==> config.mk <==
export PLATFORM = sky130hd
export DESIGN_NAME = uart_rx_reader
export DESIGN_NICKNAME = d
export VERILOG_FILES = /design/src/rtl/uart_pkg.sv /design/src/rtl/uart_rx_sampler.sv /design/src/rtl/uart_rx_reader.sv
export SDC_FILE = /design/constraint.sdc
export NUM_CORES = 1
export LEC_CHECK = 0
export ABC_AREA = 1
export BUFFER_PORTS_ARGS = -buffer_cell sky130_fd_sc_hd__buf_2
export CAP_MARGIN = 25
export CORE_ASPECT_RATIO = 0.8
export CORE_MARGIN = 2
export CORE_UTILIZATION = 50
export CTS_CLUSTER_SIZE = 30
export DETAILED_ROUTE_END_ITERATION = 12
export GPL_TIMING_DRIVEN = 0
export HOLD_SLACK_MARGIN = 0.12
export MAX_ROUTING_LAYER = met4
export PLACE_DENSITY = 0.66
export SYNTH_ARGS = -nofsm -noshare
export SYNTH_HDL_FRONTEND = slang
export SYNTH_SLANG_ARGS = --single-unit
==> constraint.sdc <==
create_clock -name clk -period 1.8 [get_ports clk]
set_clock_uncertainty 0.05 [all_clocks]
set_input_delay 0.54 -clock clk [delete_from_list [all_inputs] [get_ports clk]]
set_output_delay 0.54 -clock clk [all_outputs]
set_load 0.05 [all_outputs]
==> src/rtl/uart_pkg.sv <==
// Shared types and helpers for the UART receiver (uart_rx_reader and its sampler).
package uart_pkg;

  localparam int UART_DATA_W = 8;

  typedef enum logic [1:0] {
    IDLE,
    START,
    DATA,
    STOP
  } uart_rx_state_t;

  // Clocks per bit period.
  function automatic int unsigned uart_scale(input int unsigned clk_mhz, input int unsigned boadrate);
    return (clk_mhz * 32'd1_000_000) / boadrate;
  endfunction

endpackage

==> src/rtl/uart_rx_sampler.sv <==
// rx synchroniser, bit-period down-counter and bit sampler for uart_rx_reader.
// With UART_RX_MAJORITY_EN defined each bit is a 2-of-3 vote of rx_s taken at cnt==2,1,0.
module uart_rx_sampler (
  input  logic        clk,
  input  logic        arstn,
  input  logic        rx,
  input  logic        load,
  input  logic [31:0] load_val,
  output logic        rx_s,
  output logic        bit_strobe,
  output logic        bit_value
);

  logic        sync1_q, sync1_d;
  logic        sync2_q, sync2_d;
  logic [31:0] cnt_q, cnt_d;

  // The counter rests at zero while idle; the FSM ignores the strobe there.
  always_comb begin
    sync1_d = rx;
    sync2_d = sync1_q;
    if (load) begin
      cnt_d = load_val;
    end else if (cnt_q != 32'd0) begin
      cnt_d = cnt_q - 32'd1;
    end else begin
      cnt_d = cnt_q;
    end
  end

  always_ff @(posedge clk) begin
    if (!arstn) begin
      sync1_q <= 1'b1;
      sync2_q <= 1'b1;
      cnt_q   <= 32'd0;
    end else begin
      sync1_q <= sync1_d;
      sync2_q <= sync2_d;
      cnt_q   <= cnt_d;
    end
  end

  assign rx_s       = sync2_q;
  assign bit_strobe = (cnt_q == 32'd0);

`ifdef UART_RX_MAJORITY_EN
  logic vote2_q, vote2_d;
  logic vote1_q, vote1_d;

  always_comb begin
    vote2_d = (cnt_q == 32'd2) ? sync2_q : vote2_q;
    vote1_d = (cnt_q == 32'd1) ? sync2_q : vote1_q;
  end

  always_ff @(posedge clk) begin
    if (!arstn) begin
      vote2_q <= 1'b1;
      vote1_q <= 1'b1;
    end else begin
      vote2_q <= vote2_d;
      vote1_q <= vote1_d;
    end
  end

  assign bit_value = (vote2_q & vote1_q) | (vote2_q & sync2_q) | (vote1_q & sync2_q);
`else
  assign bit_value = sync2_q;
`endif

endmodule

==> src/rtl/uart_rx_reader.sv <==
// 8N1 UART receiver with a valid/ready output holding register, framing-error and overrun pulses.
// Optional 2-of-3 majority bit sampling is enabled by defining UART_RX_MAJORITY_EN.
module uart_rx_reader
  import uart_pkg::*;
#(
  parameter int unsigned clk_mhz  = 50,
  parameter int unsigned boadrate = 9600
) (
  input  logic                   clk,
  input  logic                   arstn,
  input  logic                   rx,
  output logic                   valid,
  output logic [UART_DATA_W-1:0] data,
  input  logic                   ready,
  output logic                   frame_err,
  output logic                   overrun,
  output logic                   busy
);

  localparam int unsigned SCALE    = uart_scale(clk_mhz, boadrate);
  localparam int unsigned HALF     = SCALE / 2;
  localparam logic [31:0] SCALE_M1 = 32'(SCALE - 1);
  localparam logic [31:0] HALF_M1  = 32'(HALF - 1);

  logic        rx_s, bit_strobe, bit_value;
  logic        load;
  logic [31:0] load_val;

  uart_rx_sampler u_sampler (
    .clk        (clk),
    .arstn      (arstn),
    .rx         (rx),
    .load       (load),
    .load_val   (load_val),
    .rx_s       (rx_s),
    .bit_strobe (bit_strobe),
    .bit_value  (bit_value)
  );

  uart_rx_state_t         state_q, state_d;
  logic [UART_DATA_W-1:0] shreg_q, shreg_d;
  logic [2:0]             idx_q, idx_d;
  logic [UART_DATA_W-1:0] data_q, data_d;
  logic                   valid_q, valid_d;
  logic                   frame_err_q, frame_err_d;
  logic                   overrun_q, overrun_d;
  logic                   busy_q, busy_d;

  always_comb begin
    state_d     = state_q;
    shreg_d     = shreg_q;
    idx_d       = idx_q;
    data_d      = data_q;
    valid_d     = valid_q && !ready;
    frame_err_d = 1'b0;
    overrun_d   = 1'b0;
    load        = 1'b0;
    load_val    = SCALE_M1;
    case (state_q)
      IDLE: begin
        if (!rx_s) begin
          state_d  = START;
          load     = 1'b1;
          load_val = HALF_M1;
        end
      end
      START: begin
        if (bit_strobe) begin
          if (!bit_value) begin
            state_d = DATA;
            idx_d   = 3'd0;
            load    = 1'b1;
          end else begin
            state_d = IDLE;
          end
        end
      end
      DATA: begin
        if (bit_strobe) begin
          shreg_d = {bit_value, shreg_q[UART_DATA_W-1:1]};
          idx_d   = idx_q + 3'd1;
          load    = 1'b1;
          if (idx_q == 3'(UART_DATA_W - 1)) begin
            state_d = STOP;
          end
        end
      end
      STOP: begin
        // Back to IDLE at mid-stop-bit so the next start edge is not missed.
        if (bit_strobe) begin
          state_d = IDLE;
          if (!bit_value) begin
            frame_err_d = 1'b1;
          end else if (valid_q && !ready) begin
            overrun_d = 1'b1;
          end else begin
            data_d  = shreg_q;
            valid_d = 1'b1;
          end
        end
      end
      default: state_d = IDLE;
    endcase
    busy_d = (state_d != IDLE);
  end

  always_ff @(posedge clk) begin
    if (!arstn) begin
      state_q     <= IDLE;
      shreg_q     <= '0;
      idx_q       <= 3'd0;
      data_q      <= '0;
      valid_q     <= 1'b0;
      frame_err_q <= 1'b0;
      overrun_q   <= 1'b0;
      busy_q      <= 1'b0;
    end else begin
      state_q     <= state_d;
      shreg_q     <= shreg_d;
      idx_q       <= idx_d;
      data_q      <= data_d;
      valid_q     <= valid_d;
      frame_err_q <= frame_err_d;
      overrun_q   <= overrun_d;
      busy_q      <= busy_d;
    end
  end

  assign valid     = valid_q;
  assign data      = data_q;
  assign frame_err = frame_err_q;
  assign overrun   = overrun_q;
  assign busy      = busy_q;

endmodule
# Yosys cells after proc, flatten, opt, wreduce, memory -nomap -nowiden
# Cells that the tools add are included.
# op_classes
add_sub_neg,2
eq_ne,7
muxes,23
bitwise_logic,1
n_reduce_logical,13
# op_table
operator,n
32-bit two-way mux,2
32-bit logical NOT,1
32-bit nonzero test,1
"32-bit by 1-bit subtractor with 32-bit output, second input constant",1
13-bit two-way mux,2
2-bit two-way mux,6
4-bit AND reduction,3
3-bit two-way mux,3
2-bit case mux with 4 select lines,1
1-bit two-way mux,7
"2-bit != test, second input constant",3
3-bit case mux with 2 select lines,1
2-bit nonzero test,3
"2-bit == test, second input constant",2
2-bit AND reduction,2
"3-bit by 1-bit adder with 3-bit output, second input constant",1
"3-bit == test, second input constant",1
1-bit case mux with 3 select lines,1
"2-bit by 1-bit == test with 1-bit output, second input constant",1
2-bit logical NOT,1
1-bit logical AND,1
1-bit logical NOT,1
1-bit NOT,1
# totals
register_bits,59
input_bits,4
out_inout_bits,12

# Logic depth before layout (Yosys ltp)
# depth
depth_word,5
ltp_mapped,13

# Modules after synthesis
# From an unflattened synthesis, not the netlist that was laid out.
# hier_totals
hier_cells,507
area_unflattened_um2,3278.1
# modules_own_cells
module,n_inst,cells_per_inst,area_each_um2,seq_area_each_um2
uart_rx_sampler,1,375,2260.9,680.7
uart_rx_reader,1,132,1017.2,500.5

# Worst setup path before layout
# Ideal clock, no wire load.
# synth_timing
kind,reg2reg
from,reg u_sampler.cnt_q[0]
to,reg shreg_q[1]
t_arrival_ps,1439
slack_ps,191
path_stages_with_launch,13
synth_period_minus_slack_ps,1609
path_cell_list,dfxtp_1 -> inv_1 -> ha_1 -> inv_1 -> nor2_1 -> nand2_1 -> nor2_1 -> nand2_2 -> nor2_8 -> nand2_1 -> buf_2 -> o21ai_1 -> a21oi_1
# synth_between
elab_chain_cells,2
# synth_lines
element,line_no,rtl
"start, declared",uart_rx_sampler.sv:16,"logic [31:0] cnt_q, cnt_d;"
"start signal, assigned",uart_rx_sampler.sv:39,cnt_q <= cnt_d;
32-bit logical NOT,uart_rx_sampler.sv:44,assign bit_strobe = (cnt_q == 32'd0);
2-bit AND reduction (no line),-,
"end signal, assigned",uart_rx_reader.sv:119,shreg_q <= shreg_d;
"end, declared",uart_rx_reader.sv:41,"logic [UART_DATA_W-1:0] shreg_q, shreg_d;"
# Every way passes these cells.
# A chain may end at the register's enable or synchronous reset.

# Worst setup path after layout
# layout_timing
from,reg u_sampler.cnt_q[0]
to,reg u_sampler.cnt_q[1]
# layout_between
elab_chain_cells,4
# layout_lines
element
"parallel branches: the longest is 4 deep, another holds 32-bit by 1-bit subtractor with 32-bit output"
# Parallel ways; which one is timed is not known. The select of a mux whose other input is x is not followed.

==> flow_metrics.py <==
metrics = {
    "synthesis": {
        "synthTopCellsByCount": "nand2_1 (111), nor2_1 (110), dfxtp_1 (59)",
        "synth_edf_count": 0,
        "synth_flop_cell": "dfxtp_1",
        "ys_async_sr_fraction_pct": 0,
        "syn_area_um2": 3160,
        "yosysSeqAreaShare_pct": 37.4,
        "synth_top_area_share_pct": 37.4,
        "synth_nets": 484,
        "yosysWarnings": 0,
        "synth.area.top_cells": "dfxtp_1 (37%), nand2_1 (13%), nor2_1 (13%), inv_1 (4.8%), a21oi_1 (4.1%)",
        "yosysMostFrequentCell": "nand2_1",
        "ys_types": 37,
        "syn_inst": 476,
        "synth_area_per_cell_um2": 6.64,
        "yosys_register_bits": 59,
        "yosysTopAreaCell": "dfxtp_1",
    },
    "run_status": {
        "status": "finished with violations",
        "violations": "negative setup slack",
    },
    "routing": {
        "drt_pass1_iterations": 4,
        "vias": 2983,
        "drtIter0Drc": 160,
        "antenna_left": 0,
        "avgViaCountPerCell": 5.01,
        "wirelength_um": 7810,
        "wl_per_cell_um": 13.1,
        "drc": 0,
    },
    "setup_path": {
        "critPathSlowestCell": "dfxtp_2",
        "crit_arrival_ns": 2.01,
        "crit_chain": "inv_2, ha_4, inv_2, nor2_2, nand2_1, nor2_2, nand2_2, nor2_8, buf_8, inv_4, o21ai_1, a21oi_1",
        "worstPathRequired_ns": 1.96,
        "startpoint_type": "flip-flop",
        "path_max_fanout": 6,
        "end_kind": "flip-flop",
        "cp_slowest_stage_delay_ns": 0.33,
        "critPathKind": "flip-flop to flip-flop",
    },
    "timing": {
        "min_period_ns": 1.85,
        "relSlewSlack_pct": 56.7,
        "max_clock_freq_ghz": 0.542,
        "drv_slew": 0,
        "finalSetupViolations": 24,
        "finalCritPeriodShare_pct": 103,
        "rsz0062_at_grt": "yes",
        "hold_viol": 0,
        "worst_slack_ns": -0.0456,
        "worst_pin_slew_ns": 0.650,
    },
    "final_layout": {
        "synthToLayoutAreaGrowth_pct": 20.3,
        "fin_cells": 596,
        "post-route-util_pct": 63.3,
        "nets": 518,
        "num_antenna_cells": 0,
        "fillCellCount": 580,
        "drive_gt1_share_pct": 22.5,
    },
    "floorplan": {
        "rows": 25,
        "die_area_um2": 6980,
        "die_height_um": 75.1,
        "die_w_um": 92.9,
        "core_um2": 6010,
        "ioPinCount": 16,
        "start_util_pct": 52.6,
    },
    "clock_network": {
        "cts_buffer_depth": 2,
        "cts_made_buffers": 9,
        "holdBufCountCts": 0,
        "clock_latency_ns": 0.34,
        "cts.htree.levels": 3,
        "clk_pin_slew_ns": 0.07,
        "root_buffer": "clkbuf_8",
        "clkSinkCount": 59,
        "cts_tree": "done",
    },
    "hold_path": {
        "holdCritPathClass": "input pin to flip-flop",
    },
    "job": {
        "cap_violations": 0,
    },
    "global_routing": {
        "grt_pass1_wl_um": 12400,
        "grt_usage_pct": 23.7,
        "grt_max_degree": 12,
        "antenna_found_initial": 0,
        "grt_pass1_vias": 2557,
        "grt_overflow": 0,
    },
    "placement": {
        "pre_cts_ws_ns": -0.101,
        "dp_hpwl_um": 5680,
        "globalplace.congestion": 0.888,
        "port_buffers": 15,
        "post-place-cells": 572,
    },
}
## flip-flops by register name, summed over array words and instances, names as in the netlist
name	flops
busy	1
data	8
frame_err	1
idx_q	3
overrun	1
shreg_q	8
state_q	2
u_sampler.bit_value	1
u_sampler.cnt_q	32
u_sampler.sync1_q	1
valid	1
## cell type report
cell class / instances / area, um^2 / share of cell area [%]
Clock inverter: 6 / 63.8 / 1.68
Tap cell: 81 / 101 / 2.66
Buffer: 11 / 88.8 / 2.34
Timing Repair Buffer: 23 / 170 / 4.47
Inverter: 46 / 180 / 4.74
Multi-Input combinational cell: 360 / 1880 / 49.4
Clock buffer: 10 / 138 / 3.62
Sequential cell: 59 / 1180 / 31.1
## routing by layer
metal	part of all wire (%)	vias up	global-route usage, %
li1	-	1568	-
met1	51	1335	33.5
met2	42	68	33.0
met3	6.0	12	6.01
met4	1.3	0	7.84
met5	0	-	-
## path summary, 6_finish.rpt
kind	startpoint	to	slack, ns	cells after the start
max	u_sampler.cnt_q[0]$_SDFFE_PN0P_	u_sampler.cnt_q[1]$_SDFFE_PN0P_	-0.05	12
min	rx	u_sampler.sync1_q$_SDFF_PN1_	0.33	2
max reg2reg	u_sampler.cnt_q[0]$_SDFFE_PN0P_	u_sampler.cnt_q[1]$_SDFFE_PN0P_	-0.05	12
min reg2reg	u_sampler.sync1_q$_SDFF_PN1_	u_sampler.bit_value$_SDFF_PN1_	0.37	1
## cell families (layout without fill, tap and decap cells)
kind of cell             Yosys count  after routing  synth area share, %
AO/OA/AOI/OAI                     52             52                 8.35
XOR/XNOR                          10             10                 2.77
adder cells (fa/ha/maj)            4              4                 1.58
buffers and inverters             57             96                 7.84
flip-flops                        59             59                 37.4
AND/OR/NAND/NOR                  294            294                 42.1
## per-stage QoR
step	hold slack, ns	TNS (ns)	instance area, um^2
CTS	0.326	-0.0217	3570
detailed placement	0.352	-1.93	3340
global route	0.319	-4.23	3800
global placement	0.354	-1.10	3340
floorplan	0.343	0	3160
finish	0.335	-0.727	3800
## placed cells by master, fill, tap and decap left out, types with 2 or more instances in the layout
| cell type | n |
|---|---|
| nor2_2 | 14 |
| nand3b_1 | 2 |
| nand3_4 | 2 |
| a21oi_1 | 22 |
| nand3_1 | 19 |
| clkbuf_1 | 3 |
| and2_1 | 2 |
| dfxtp_1 | 57 |
| o21ai_0 | 6 |
| clkinv_2 | 2 |
| nor3_1 | 5 |
| xor2_1 | 7 |
| nor2_4 | 6 |
| nor2_1 | 106 |
| inv_2 | 8 |
| buf_8 | 3 |
| nand3_2 | 3 |
| nand2_4 | 5 |
| xnor2_1 | 3 |
| o21ai_1 | 12 |
| o21ai_2 | 6 |
| nand2_1 | 106 |
| a21oi_2 | 4 |
| dfxtp_2 | 2 |
| inv_1 | 36 |
| clkinvlp_4 | 2 |
| nor2_8 | 2 |
| nand2_2 | 9 |
| clkbuf_16 | 2 |
| nand4_1 | 5 |
| buf_4 | 7 |
| clkbuf_8 | 10 |
| or2_2 | 2 |
| buf_2 | 17 |
| ha_1 | 3 |
## worst max-delay path: cells and delay by family (launching register included)
family	cells	cell delay, ns
buffers and inverters	4	0.33
AOI/OAI and AO/OA	2	0.18
DFF	1	0.33
and+or+nand+nor	5	0.68
adders and majority gates	1	0.14
## repair_timing
action	4_1_cts	5_1_grt
pin swaps	1	17
cloned	0	3
endpoints found under the setup margin	34	54
setup buffers	0	5
gates resized for setup	9	40
Power is not shown: default switching activity piles up to over one toggle a cycle in this logic, so the estimate is an artifact.
